$ cat src/rtl/rv_ctrl_pkg.sv
// Shared encodings for the multi-cycle RV32I controller: opcodes, FSM states,
// datapath select codes and the one-hot instruction class indices.
package rv_ctrl_pkg;

    localparam logic [6:0] R_TYPE = 7'b0110011;
    localparam logic [6:0] LW     = 7'b0000011;
    localparam logic [6:0] SW     = 7'b0100011;
    localparam logic [6:0] BR     = 7'b1100011;
    localparam logic [6:0] IMM    = 7'b0010011;
    localparam logic [6:0] JAL    = 7'b1101111;
    localparam logic [6:0] JALR   = 7'b1100111;
    localparam logic [6:0] HALT   = 7'b0000000;
    localparam logic [6:0] LUI    = 7'b0110111;
    localparam logic [6:0] AUIPC  = 7'b0010111;

    typedef enum logic [2:0] {
        ST_FETCH  = 3'd0,
        ST_DECODE = 3'd1,
        ST_EXEC   = 3'd2,
        ST_MEM    = 3'd3,
        ST_WB     = 3'd4,
        ST_HALTED = 3'd5,
        ST_FAULT  = 3'd6
    } state_e;

    localparam logic [1:0] ALU_ADD = 2'b00;
    localparam logic [1:0] ALU_BR  = 2'b01;
    localparam logic [1:0] ALU_R   = 2'b10;
    localparam logic [1:0] ALU_I   = 2'b11;

    localparam logic [1:0] PC_PLUS4 = 2'b00;
    localparam logic [1:0] PC_BR    = 2'b01;
    localparam logic [1:0] PC_JAL   = 2'b10;
    localparam logic [1:0] PC_JALR  = 2'b11;

    localparam logic [1:0] SRCA_RS1  = 2'b00;
    localparam logic [1:0] SRCA_PC   = 2'b01;
    localparam logic [1:0] SRCA_ZERO = 2'b10;

    localparam logic [1:0] M2R_ALU = 2'b00;
    localparam logic [1:0] M2R_MEM = 2'b01;
    localparam logic [1:0] M2R_PC4 = 2'b10;

    localparam logic [1:0] FC_NONE    = 2'b00;
    localparam logic [1:0] FC_ILLEGAL = 2'b01;
    localparam logic [1:0] FC_TIMEOUT = 2'b10;

    // One-hot class vector bit positions; the upper-immediate classes only
    // exist when that feature is built in.
    localparam int CL_R    = 0;
    localparam int CL_IMM  = 1;
    localparam int CL_LW   = 2;
    localparam int CL_SW   = 3;
    localparam int CL_BR   = 4;
    localparam int CL_JAL  = 5;
    localparam int CL_JALR = 6;
    localparam int CL_HALT = 7;
`ifdef RVCTRL_UPIMM_EN
    localparam int CL_LUI   = 8;
    localparam int CL_AUIPC = 9;
    localparam int NCLASS   = 10;
`else
    localparam int NCLASS   = 8;
`endif

endpackage

$ cat src/rtl/opcode_classifier.sv
// Combinational opcode -> one-hot class decode; illegal when no class matches.
// LUI/AUIPC are recognised only when RVCTRL_UPIMM_EN is defined.
module opcode_classifier
    import rv_ctrl_pkg::*;
(
    input  logic [6:0]        opcode,
    output logic [NCLASS-1:0] cls,
    output logic              illegal
);

    always_comb begin
        cls = '0;
        case (opcode)
            R_TYPE:  cls[CL_R]    = 1'b1;
            IMM:     cls[CL_IMM]  = 1'b1;
            LW:      cls[CL_LW]   = 1'b1;
            SW:      cls[CL_SW]   = 1'b1;
            BR:      cls[CL_BR]   = 1'b1;
            JAL:     cls[CL_JAL]  = 1'b1;
            JALR:    cls[CL_JALR] = 1'b1;
            HALT:    cls[CL_HALT] = 1'b1;
`ifdef RVCTRL_UPIMM_EN
            LUI:     cls[CL_LUI]   = 1'b1;
            AUIPC:   cls[CL_AUIPC] = 1'b1;
`endif
            default: cls = '0;
        endcase
        illegal = ~|cls;
    end

endmodule

$ cat src/rtl/multicycle_controller.sv
// Multi-cycle RV32I control FSM over one shared memory port; holds mem_req until mem_ready,
// faults after TIMEOUT unanswered cycles. Optional LUI/AUIPC support via RVCTRL_UPIMM_EN.
module multicycle_controller
    import rv_ctrl_pkg::*;
#(
    parameter int TIMEOUT = 15,
    parameter int TO_W    = 8
) (
    input  logic       clk,
    input  logic       reset,
    input  logic [6:0] opcode,
    input  logic       mem_ready,
    output logic       mem_req,
    output logic       iord,
    output logic       mem_we,
    output logic       ir_write,
    output logic       pc_write,
    output logic       pc_write_cond,
    output logic [1:0] pc_src,
    output logic [1:0] alu_src_a,
    output logic       alu_src,
    output logic [1:0] alu_op,
    output logic [1:0] mem_to_reg,
    output logic       reg_write,
    output logic       halted,
    output logic       fault,
    output logic [1:0] fault_cause,
    output logic [2:0] state
);

    localparam logic [TO_W-1:0] TO_LAST = TO_W'(TIMEOUT - 1);

    state_e            state_q, state_d;
    logic [TO_W-1:0]   to_q, to_d;
    logic [6:0]        opc_q, opc_d;
    logic [1:0]        cause_q, cause_d;
    logic [NCLASS-1:0] cls;
    logic              illegal;
    logic              timed_out;

    // Opcode is captured in DECODE so later states do not depend on ir staying put.
    assign opc_d     = (state_q == ST_DECODE) ? opcode : opc_q;
    assign timed_out = (to_q == TO_LAST) && !mem_ready;

    opcode_classifier u_cls (
        .opcode  (opc_d),
        .cls     (cls),
        .illegal (illegal)
    );

    always_ff @(posedge clk) begin
        if (reset) begin
            state_q <= ST_FETCH;
            to_q    <= '0;
            opc_q   <= '0;
            cause_q <= FC_NONE;
        end else begin
            state_q <= state_d;
            to_q    <= to_d;
            opc_q   <= opc_d;
            cause_q <= cause_d;
        end
    end

    always_comb begin
        state_d       = state_q;
        cause_d       = cause_q;
        mem_req       = 1'b0;
        iord          = 1'b0;
        mem_we        = 1'b0;
        ir_write      = 1'b0;
        pc_write      = 1'b0;
        pc_write_cond = 1'b0;
        pc_src        = PC_PLUS4;
        alu_src_a     = SRCA_RS1;
        alu_src       = 1'b0;
        alu_op        = ALU_ADD;
        mem_to_reg    = M2R_ALU;
        reg_write     = 1'b0;
        case (state_q)
            ST_FETCH: begin
                mem_req = 1'b1;
                if (mem_ready) begin
                    ir_write = 1'b1;
                    pc_write = 1'b1;
                    state_d  = ST_DECODE;
                end else if (timed_out) begin
                    state_d = ST_FAULT;
                    cause_d = FC_TIMEOUT;
                end
            end
            ST_DECODE: begin
                if (cls[CL_HALT]) begin
                    state_d = ST_HALTED;
                end else if (illegal) begin
                    state_d = ST_FAULT;
                    cause_d = FC_ILLEGAL;
                end else begin
                    state_d = ST_EXEC;
                end
            end
            ST_EXEC: begin
                state_d = ST_FETCH;
                if (cls[CL_R]) begin
                    alu_op  = ALU_R;
                    state_d = ST_WB;
                end else if (cls[CL_IMM]) begin
                    alu_src = 1'b1;
                    alu_op  = ALU_I;
                    state_d = ST_WB;
                end else if (cls[CL_LW] || cls[CL_SW]) begin
                    alu_src = 1'b1;
                    state_d = ST_MEM;
                end else if (cls[CL_BR]) begin
                    alu_op        = ALU_BR;
                    pc_write_cond = 1'b1;
                    pc_src        = PC_BR;
                end else if (cls[CL_JAL]) begin
                    pc_write   = 1'b1;
                    pc_src     = PC_JAL;
                    reg_write  = 1'b1;
                    mem_to_reg = M2R_PC4;
                end else if (cls[CL_JALR]) begin
                    alu_src    = 1'b1;
                    alu_op     = ALU_I;
                    pc_write   = 1'b1;
                    pc_src     = PC_JALR;
                    reg_write  = 1'b1;
                    mem_to_reg = M2R_PC4;
                end
`ifdef RVCTRL_UPIMM_EN
                else if (cls[CL_LUI] || cls[CL_AUIPC]) begin
                    alu_src   = 1'b1;
                    alu_src_a = cls[CL_LUI] ? SRCA_ZERO : SRCA_PC;
                    state_d   = ST_WB;
                end
`endif
            end
            ST_MEM: begin
                mem_req = 1'b1;
                iord    = 1'b1;
                mem_we  = cls[CL_SW];
                if (mem_ready) begin
                    state_d = cls[CL_LW] ? ST_WB : ST_FETCH;
                end else if (timed_out) begin
                    state_d = ST_FAULT;
                    cause_d = FC_TIMEOUT;
                end
            end
            ST_WB: begin
                reg_write  = 1'b1;
                mem_to_reg = cls[CL_LW] ? M2R_MEM : M2R_ALU;
                state_d    = ST_FETCH;
            end
            ST_HALTED, ST_FAULT: state_d = state_q;
            default:             state_d = ST_FETCH;
        endcase
        // Strobes are suppressed while reset is high so an aborted access never fires.
        if (reset) begin
            mem_req       = 1'b0;
            iord          = 1'b0;
            mem_we        = 1'b0;
            ir_write      = 1'b0;
            pc_write      = 1'b0;
            pc_write_cond = 1'b0;
            reg_write     = 1'b0;
        end
    end

    always_comb begin
        if (state_d != state_q) begin
            to_d = '0;
        end else if ((state_q == ST_FETCH || state_q == ST_MEM) && !mem_ready) begin
            to_d = to_q + 1'b1;
        end else begin
            to_d = to_q;
        end
    end

    assign halted      = (state_q == ST_HALTED);
    assign fault       = (state_q == ST_FAULT);
    assign fault_cause = cause_q;
    assign state       = state_q;

endmodule

$ cat config.mk
export PLATFORM = sky130hd
export DESIGN_NAME = multicycle_controller
export DESIGN_NICKNAME = d
export VERILOG_FILES = /design/src/rtl/rv_ctrl_pkg.sv /design/src/rtl/opcode_classifier.sv /design/src/rtl/multicycle_controller.sv
export SDC_FILE = /design/constraint.sdc
export NUM_CORES = 1
export LEC_CHECK = 0
export BUFFER_PORTS_ARGS = -buffer_cell sky130_fd_sc_hd__buf_2
export CORE_MARGIN = 3
export CORE_UTILIZATION = 40
export DETAILED_ROUTE_END_ITERATION = 10
export PLACE_DENSITY_LB_ADDON = 0.1
export RECOVER_POWER = 25
export SYNTH_ARGS = -nofsm -noshare
export SYNTH_HDL_FRONTEND = slang
export SYNTH_SLANG_ARGS = --single-unit
$ cat constraint.sdc
create_clock -name clk -period 2.6 [get_ports clk]
set_clock_uncertainty 0.15 [all_clocks]
set_input_delay 0.13 -clock clk [delete_from_list [all_inputs] [get_ports clk]]
set_output_delay 0.13 -clock clk [all_outputs]
set_load 0.01 [all_outputs]
==> run metrics, run 1 <==
DIE AREA 4520 µm²; average cell area after synthesis 7.69 µm²; core area approximately 3500 µm²; Setup crit start state[2]$_SDFF_PP0_; # setup viols final 0; total CTS buffers 3; register area 402 µm²; vias per inst about 5.6; CP Class register to output pin; Sw Ratio 28.0%; Worst Hold Depth 3; Hold Crit Class input pin to register; initial drt markers 141; RSZ-0062 raised after global routing false; Placer Congestion between 0.8 and 0.9; DR vias 1546; DR WL/cell 14.3 µm; I/O pin count 33; Pre-antenna DRT Iters 4; root cell of the clock tree clkbuf_8; Clock Sinks 20; mux cell area share after synthesis less than 1%; DP Wirelength 2940 µm; EDFF count, synth 0; vias in the first global route 1396; Internal Power 597 µW; ANT nets after route 0; initial antenna violation count 0; total grt overflow 0; Max Fclk about 0.4 GHz; pin count of the biggest net entering global routing 19; nets 241; row count 21; commonest non-fill, non-tap cells in the layout buf_2 (27), nand2_1 (24), dfxtp_1 (19); Tmin final about 2.5 ns; RR Startpoint to_q[0]$_SDFFE_PP0P_; Worst Max-Slew Pin Slew 0.635 ns; crit end category output pin; Die Y 67.2 µm; relative slew slack between 50% and 60%; PwrDens 460 nW/µm²; Clock transition at path regs 0.08 ns; TritonCTS clock tree built; first-pass GRT wire length 6520 µm; Initial Utilization 43.3%; register bit total from synthesis 20; area occupied by multi-input gates 1000 µm²; ys flop type dfxtp_1; synth warn 0; Clock H-tree levels 1; Total Neg Setup Slack 0 ns; ratio of final minimum period to clock period 95.8%; design area about 1800 µm²; share of cells above drive strength 1 ~22%; max cap viols 0; Max rail drop VDD 289 µV; commonest non-fill, non-tap cell in the layout buf_2; final hold vios 0; simple-gate share of the synthesized area about two fifths; Setup Buffers After CTS 0; main combinational cell family by area after synthesis simple AND/OR/NAND/NOR gates; Mapped Area 1500 µm²; Post-Synth Adder-Cell Area 1.67%; Crit Path Max Fanout 14; Comb pwr share between 20% and 30%; Compound-Gate Fraction of Synth Area between 10% and 20%; min-delay src opcode[4]; crit path launch type register; Synth cell types 56; Global Route Usage Sum 18.9%; input/output buffers 30; XOR/XNOR Fraction of Synth Area 4.67%; Skew-Pair Late Insertion Delay 0.27 ns; Area Growth Syn to Fin 20.1%; Cell Area, Placed 1670 µm²; final count of pins violating max slew 0; leak pwr 0.707 nW; Fillers between 300 and 400; Async SR Flop Fraction 0%; die width 67.2 µm; switching power 232 µW; Post-Synthesis Cells 195; Reg power frac 40.7%; sequential area share after synthesis 26.7%; outcome completed; CP arrival 2.21 ns; n_diodes 0; Reg2Reg Depth 7; drt drc 0; CP required approximately 2.3 ns; clk buf depth 2; WL final 3930 µm; clock power share between 30% and 40%
[power by group through the flow]
stage	clock, mW	sequential, mW	combinational, mW
after global placement	0	0.343	0.163
after floorplan	0	0.338	0.120
after global routing	0.330	0.339	0.194
after detailed placement	0	0.344	0.166
after CTS	0.325	0.336	0.173
final	0.319	0.337	0.172
[worst max-delay path: stages, from the launching register on]
cell	delay (ns)
dfxtp_1	0.44
or3b_4	0.52
and4b_1	0.26
a32oi_1	0.31
and2_1	0.21
a21oi_1	0.06
buf_2	0.14
[stage by stage]
stage | hold WS [ns] | worst slack (ns) | std cells | util, % | power (mW)
floorplan | 0.116 | 0.435 | 196 | - | 0.458
global route | 0.0892 | 0.00436 | 274 | 51.9 | 0.863
global placement | 0.254 | 0.441 | 264 | 48.2 | 0.506
detailed placement | 0.266 | 0.415 | 264 | 48.2 | 0.509
CTS | 0.0412 | 0.126 | 274 | 52.0 | 0.834
finish | 0.0467 | 0.109 | 274 | 51.9 | 0.829
[cells by family (layout without fill, tap and decap cells)]
logic type               count (synthesis)  count (layout)
AO/OA/AOI/OAI                           40              40
XOR/XNOR                                 8               8
adder cells (fa/ha/maj)                  2               2
buffers and inverters                   19              51
flip-flops                              20              20
multiplexers                             1               1
other                                    1               2
AND/OR/NAND/NOR                        104             104
[flip-flops by register name, summed over array words and instances, names as in the netlist]
register / flops
opc_q: 7
state: 3
to_q: 8
fault_cause: 2
[cell type report]
type | instances | share of cell area [%]
multi-input combinational | 157 | 55.6
tap | 46 | 3.19
sequential | 20 | 22.3
inverter | 5 | 1.04
clock inverter | 1 | 1.67
clock buffer | 3 | 2.29
timing repair buffer | 42 | 14.0
[worst paths after layout]
check                                end  slack [ns]
max                            alu_op[0]        0.11
min                  opc_q[4]$_SDFF_PP0_        0.05
max reg2reg         to_q[3]$_SDFFE_PP0P_        0.42
min reg2reg  fault_cause[0]$_SDFFE_PP0P_        0.32
[cell usage after synthesis (2+ instances only)]
cell type  instances  share of area (%)
nand2_1           24                6.0
dfxtp_1           20                 27
a21oi_1           16                5.3
nor2_1            16                4.0
nor3_1            15                5.0
and2_1             5                2.1
clkbuf_1           5                1.3
inv_1              5                1.3
nand2b_1           5                2.1
nand3_1            5                1.7
nor2b_1            5                2.1
xor2_1             5                2.9
buf_2              4                1.3
nand4_1            4                1.7
o21ai_0            4                1.3
buf_4              3                1.5
nand3b_1           3                1.5
nor4_1             3                1.3
xnor2_1            3                1.8
a31oi_1            2               0.83
and3_1             2               0.83
and3b_1            2                1.2
and4b_1            2                1.3
and4bb_2           2                1.7
buf_6              2                1.5
ha_1               2                1.7
o21a_1             2                1.0
[layer usage]
layer / up-vias / wire length (µm) / track usage [%]
met5: - / 0 / 0
met4: 0 / 62 / 6.08
met3: 7 / 304 / 2.66
met2: 71 / 1780 / 29.9
met1: 706 / 1790 / 26.4
li1: 762 / - / -
[what timing repair did]
action / CTS / global route
hold buffers: 6 / 0
endpoints found under the setup margin: 0 / 1
endpoints found under the hold margin: 6 / 0
resized for setup: 0 / 1
Note: power is estimated with default switching activity, not from simulation.
==> run 2, diff against run 1 <==
ABC_AREA = 1   (was not set)
==> run 2 against run 1 <==
Against the previous run:
- maximum frequency grew 2.4%
- critical endpoint is now alu_src
- die area shrank 2.7%
- clock power decreased by 18%
- first-iteration DRC count decreased by 63%
- clock-buffer cell count unchanged
- largest power group is now combinational logic
==> run metrics, run 2 <==
commonest non-fill, non-tap cells in the layout nand2_1 (46), buf_2 (28), inv_1 (27); XOR/XNOR Fraction of Synth Area 4.21% (-0.46 points); crit end category output pin; switching power 967 µW (+320%); Die Y 66.3 µm (-1.3%); Compound-Gate Fraction of Synth Area 6.62% (-12 points); post-synth top area cell dfxtp_1; pin count of the biggest net entering global routing 21 (+2); # setup viols final 0 (unchanged); synth cell count leaders nand2_1 (46), inv_1 (27), nor2_1 (23); n_diodes 0 (unchanged); EDFF count, synth 0 (unchanged); initial drt markers 52 (-63%); first-pass GRT wire length 5790 µm (-11%); Pre-antenna DRT Iters 4 (unchanged); Mapped Area 1460 µm² (-2.9%); top cell type's share of synthesized area 27.5% (+0.80 points); Global Route Usage Sum 17.0% (-1.9 points); Initial Utilization 42.6% (-0.62 points); DIE AREA 4400 µm² (-2.7%); Placer Congestion 0.864 (-0.40%); Top reg by flops to_q; Skew-Pair Late Insertion Delay 0.31 ns (+0.04 ns); Reg2Reg Depth 13 (+6); max reg flops 8 (unchanged); main area contributors after synthesis dfxtp_1 (27%), nand2_1 (12%), inv_1 (7.0%); input/output buffers 30 (unchanged); Clock Sinks 20 (unchanged); CP max stage cell dfxtp_1; Hold Crit Class input pin to register; PwrDens 1090 nW/µm² (+140%); leak pwr 0.897 nW (+27%); total grt overflow 0 (unchanged); Reg power frac 23.6% (-17 points); clk buf depth 2 (unchanged); CP arrival 2.15 ns (-0.06 ns); CP max stage delay 0.48 ns (-0.04 ns); Max rail drop VDD 480 µV (+66%); DR vias 1422 (-8.0%); Post-Synth Adder-Cell Area 1.72% (+0.050 points); Total Neg Setup Slack 0 ns (unchanged); pre-CTS WS 0.303 ns (-0.112 ns); total CTS buffers 3 (unchanged); nets 270 (+12%); ANT nets after route 0 (unchanged); Area Growth Syn to Fin 20.4%; most frequent CP cell nand3_1; Comb pwr share 62.6% (+42 points); register bit total from synthesis 20 (unchanged); WL final 3480 µm (-11%); final hold vios 0 (unchanged); max cap viols 0 (unchanged); Clock H-tree levels 1 (unchanged); Worst Hold Depth 5 (+2); Max Fclk 0.411 GHz (+2.4%); drt drc 0 (unchanged); Tmin final 2.43 ns (-0.0584 ns); DP Wirelength 2680 µm (-8.7%); Clock transition at path regs 0.12 ns (+0.04 ns); Crit Path Max Fanout 13 (-1); Async SR Flop Fraction 0% (unchanged); clock power share 13.8% (-25 points); outcome completed; Internal Power 942 µW (+58%); CP Class register to output pin; synth warn 0 (unchanged); ratio of final minimum period to clock period 93.6% (-2.2 points); mux cell area share after synthesis 0% (-0.67 points); share of cells above drive strength 1 31.5% (+9.1 points); commonest non-fill, non-tap cell in the layout nand2_1; crit path launch type register; vias in the first global route 1244 (-11%); CP cell instances inv_2 -> buf_4 -> nand3_1 -> nand2_4 -> nor2_4 -> nand3_1 -> a21oi_2 -> o21ai_0 -> a31oi_1 -> buf_2; count leader, synth nand2_1; root cell of the clock tree clkbuf_4; sequential area share after synthesis 27.5% (+0.80 points); TritonCTS clock tree built; core area 3420 µm² (-1.5%); simple-gate share of the synthesized area 47.6% (+7.1 points); Final Power 1.91 mW (+130%); average cell area after synthesis 6.59 µm² (-14%); DR WL/cell 11.5 µm (-20%); Post-Synthesis Cells 221 (+13%); final worst slack 0.167 ns (+0.0584 ns); Sw Ratio 50.7% (+23 points); die width 66.3 µm (-1.3%); I/O pin count 33 (unchanged); final count of pins violating max slew 0 (unchanged); CP required 2.32 ns (about the same); vias per inst 4.69 (-17%); row count 21 (unchanged); initial antenna violation count 0 (unchanged); ys flop type dfxtp_1; Synth cell types 32 (-43%); main combinational cell family by area after synthesis simple AND/OR/NAND/NOR gates
-- run 2: cell count changes in the layout (fill, tap and decap cells not counted), moves of 10 or more --
cell | before | now
nand2_1 | 24 | 46
nand2_2 | 0 | 12
nor3_1 | 15 | 4
nor2_2 | 0 | 10
nand3_1 | 5 | 19
inv_1 | 5 | 27
-- run 2: repair_timing --
action	CTS	global route
setup endpoints to repair	0	2
hold buffers	2	0
endpoints found under the hold margin	2	0
gates resized for setup	0	6
buffers inserted	0	3
-- run 2: final timing paths --
path | end | slack, ns | from
worst max-delay path | alu_src | 0.17 | state[2]$_SDFF_PP0_
worst min-delay path | opc_q[4]$_SDFF_PP0_ | 0.02 | opcode[4]
worst max register to register | to_q[4]$_SDFFE_PP0P_ | 0.33 | state[2]$_SDFF_PP0_
worst min register to register | fault_cause[1]$_SDFFE_PP0P_ | 0.32 | fault_cause[1]$_SDFFE_PP0P_
-- run 2: worst max-delay path: cells and delay by family, from the launching register on --
family | cells | cell delay [ns]
AO/OA/AOI/OAI | 3 | 0.38
buffers and inverters | 3 | 0.43
flip-flops | 1 | 0.48
AND/OR/NAND/NOR | 4 | 0.53
-- run 2: cells by family after synthesis --
family	Yosys count
buffers and inverters	41
and+or+nand+nor	132
AOI/OAI and AO/OA	18
other	1
adders and majority gates	2
xor gates and xnor gates	7
DFF	20
-- run 2: stage by stage --
step | area, µm² | utilization [%] | hold slack (ns) | instances
after global placement | 1640 | 48.1 | 0.305 | 294
after floorplan | 1460 | - | 0.174 | 222
after global routing | 1750 | 51.4 | 0.0443 | 303
final | 1750 | 51.4 | 0.0184 | 303
after detailed placement | 1640 | 48.1 | 0.304 | 294
after CTS | 1720 | 50.3 | 0.0146 | 300
-- run 2: per-layer routing --
layer  share of wire [%]  vias to the layer above  GRT usage, %
met1                  50                      615          24.4
met2                  43                       39          25.0
met4                0.69                        0          4.57
met3                 6.3                        2          4.25
met5                   0                        -             0
li1                    -                      766             -
-- run 2: cell type report --
type | count | area (µm²)
repair buffers | 38 | 213
flip-flops and latches | 20 | 402
multi-input cells | 161 | 900
inverters | 34 | 130
clock inverters | 1 | 30.0
well taps | 46 | 57.6
clock buffers | 3 | 22.5
fillers | 361 | 1660
-- run 2: power groups by stage --
stage	Sequential, mW	Combinational [mW]	Clock [mW]
3_3_place_gp	0.453	1.15	0
5_1_grt	0.459	1.34	0.286
6_report	0.451	1.19	0.263
3_5_place_dp	0.456	1.14	0
2_1_floorplan	0.472	0.891	0
4_1_cts	0.448	1.15	0.272
==> run 3, diff against run 2 <==
ABC_AREA = not set   (was 1)
clock period = 2.4 ns   (was 2.6 ns; I/O delays follow)
==> run 3 against run 2 <==
Against the previous run:
- routed wire length rose by 13%
- largest power group is now registers
- final cell count down 9.6%
- clock power fell by 2%
- power shrank 57%
- register-to-register slack got worse by 0.15 ns
- clock-buffer cell count rose by 1
- non-clock buffer count up 4
- core utilization up 1.5 points
- sequential share of layout area shrank 1.1 points
- global-route usage grew 1.9 points
- first-iteration DRC count is 52% higher
==> run metrics, run 3 (synthesis gave the netlist of run 1 again) <==
row count 21 (unchanged); Tmin final 2.32 ns; Clock transition at path regs 0.08 ns (-0.04 ns); first-pass GRT wire length 6650 µm (+15%); WL final 3930 µm (+13%); Hold Crit Class input pin to register; Clock H-tree levels 1 (unchanged); total grt overflow 0 (unchanged); Critical Path Sink pc_write; RR Startpoint to_q[0]$_SDFFE_PP0P_; stages on the worst setup path 7 (-3); commonest non-fill, non-tap cells in the layout buf_2 (28), nand2_1 (24), dfxtp_1 (20); input/output buffers 30 (unchanged); DP Wirelength 2890 µm (+7.8%); I/O pin count 33 (unchanged); Final Non-Filler Cells 274 (-9.6%); Pre-antenna DRT Iters 4 (unchanged); DIE AREA 4520 µm² (+2.7%); CP cell instances buf_6 -> nor3b_4 -> and2_1 -> nor2b_1 -> o21ai_1 -> a2111oi_2 -> buf_2; min-delay src opcode[4]; Global Route Usage Sum 19.0% (+1.9 points); ANT nets after route 0 (unchanged); leak pwr 0.727 nW (-19%); nets 241 (-11%); Setup Buffers After CTS 0 (unchanged); Clock Sinks 20 (unchanged); CP max stage delay 0.38 ns (-0.10 ns); crit path launch type register; root cell of the clock tree clkbuf_8; Setup crit start state[0]$_SDFF_PP0_; pre-CTS WS 0.216 ns (-0.0875 ns); clk buf depth 2 (unchanged); final hold vios 0 (unchanged); Reg2Reg Depth 7 (-6); initial antenna violation count 0 (unchanged); initial drt markers 79 (+52%); crit end category output pin; n_diodes 0 (unchanged); core area 3470 µm² (+1.5%); PwrDens 448 nW/µm² (-59%); buffer and inverter count on the worst path 2 (-1); Area Growth Syn to Fin 22.3%; max reg flops 8 (unchanged); Placer Congestion 0.851 (-1.6%); Top reg by flops to_q; Max Fclk approximately 0.43 GHz; final worst slack 0.0844 ns (-0.0826 ns); CP required 2.13 ns (-0.19 ns); Max rail drop VDD 337 µV (-30%); CP arrival 2.05 ns (-0.10 ns); pin count of the biggest net entering global routing 24 (+14%); relative slew slack 60.3%; TritonCTS clock tree built; die width 67.2 µm (+1.4%); vias in the first global route 1386 (+11%); share of cells above drive strength 1 24.6% (-7.0 points); Fillers 357 (-1.1%); RR Endpoint to_q[0]$_SDFFE_PP0P_; max cap viols 0 (unchanged); Total Neg Setup Slack 0 ns (unchanged); outcome completed; Skew-Pair Late Insertion Delay 0.26 ns (-0.05 ns); ratio of final minimum period to clock period about 96%; CP max stage cell dfxtp_1; RSZ-0062 raised after global routing true; Crit Path Max Fanout 19 (+6); vias per inst 5.59 (+19%); register area 400 µm² (-0.31%); DR WL/cell 14.3 µm (+25%); Initial Utilization 43.3% (+0.62 points); area occupied by multi-input gates 1050 µm² (+16%); DR vias 1533 (+7.8%); Worst Max-Slew Pin Slew 0.589 ns; Reg2Reg Setup Slack 0.18 ns (-0.15 ns); # setup viols final 0 (unchanged); drt drc 0 (unchanged); hold_ws 0.0527 ns (+0.0344 ns); total CTS buffers 3 (unchanged); CP top delay family simple AND/OR/NAND/NOR gates; CP Class register to output pin; Die Y 67.2 µm (+1.4%); final count of pins violating max slew 0 (unchanged); Post-Place Cells 264 (-10%); commonest non-fill, non-tap cell in the layout buf_2
==> run 3: cell types whose count changed in the layout (fill, tap and decap cells not counted), sizes merged, moves of 4 or more <==
| cell | previous run | this run |
|---|---|---|
| nor3 | 4 | 15 |
| nand2b | 0 | 5 |
| a21oi | 10 | 16 |
| nor2b | 0 | 5 |
| dlygate4sd3 | 2 | 6 |
| and2 | 0 | 5 |
| inv | 34 | 5 |
| nand2 | 61 | 24 |
| nor2 | 38 | 17 |
| nand3 | 22 | 5 |
==> run 3: where the power goes <==
group	switching, mW	total, mW	internal [mW]
Combinational	0.121	0.205	0.0837
Clock	0.112	0.258	0.146
Sequential	0.0133	0.359	0.346
==> run 3: what timing repair did <==
action	in CTS	in global routing
endpoints found under the hold margin	6	0
hold buffers	6	0
gates resized for setup	0	10
endpoints found under the setup margin	0	12
==> run 3: how the worst min path moves through the flow <==
stage                     endpoint  slack (ns)  depth (start not counted)
2_1_floorplan  opc_q[3]$_SDFF_PP0_        0.11                          2
3_3_place_gp   opc_q[3]$_SDFF_PP0_        0.24                          3
3_5_place_dp   opc_q[3]$_SDFF_PP0_        0.25                          3
4_1_cts        opc_q[4]$_SDFF_PP0_        0.04                          3
5_1_grt        opc_q[4]$_SDFF_PP0_        0.06                          3
6_report       opc_q[4]$_SDFF_PP0_        0.05                          3
==> run 3: cell type report <==
class	instances	share of cell area (%)
Multi-Input combinational cell	157	57.0
Sequential cell	20	21.8
Timing Repair Buffer	42	14.0
Tap cell	46	3.14
Clock buffer	4	3.00
Inverter	5	1.02
==> run 3: per-stage QoR <==
stage | cell area, µm² | total power, mW | util [%]
2_1_floorplan | 1500 | 0.497 | -
3_3_place_gp | 1670 | 0.548 | 48.2
3_5_place_dp | 1670 | 0.552 | 48.2
4_1_cts | 1790 | 0.822 | 51.6
5_1_grt | 1830 | 0.867 | 52.9
6_report | 1830 | 0.822 | 52.9
==> run 3: worst reg2reg max path: cells and delay by family (launching register included) <==
kind            cells  cell delay, ns
buf+inv             1            0.10
fa+ha+maj           1            0.15
compound gates      2            0.65
simple gates        3            0.74
flops               1            0.32
==> run 3: layer usage <==
metal  wire length, µm  global-route usage [%]
met4                68                    7.09
met1              1900                    28.5
met5                 0                       0
met2              1690                    27.2
met3               270                    2.33
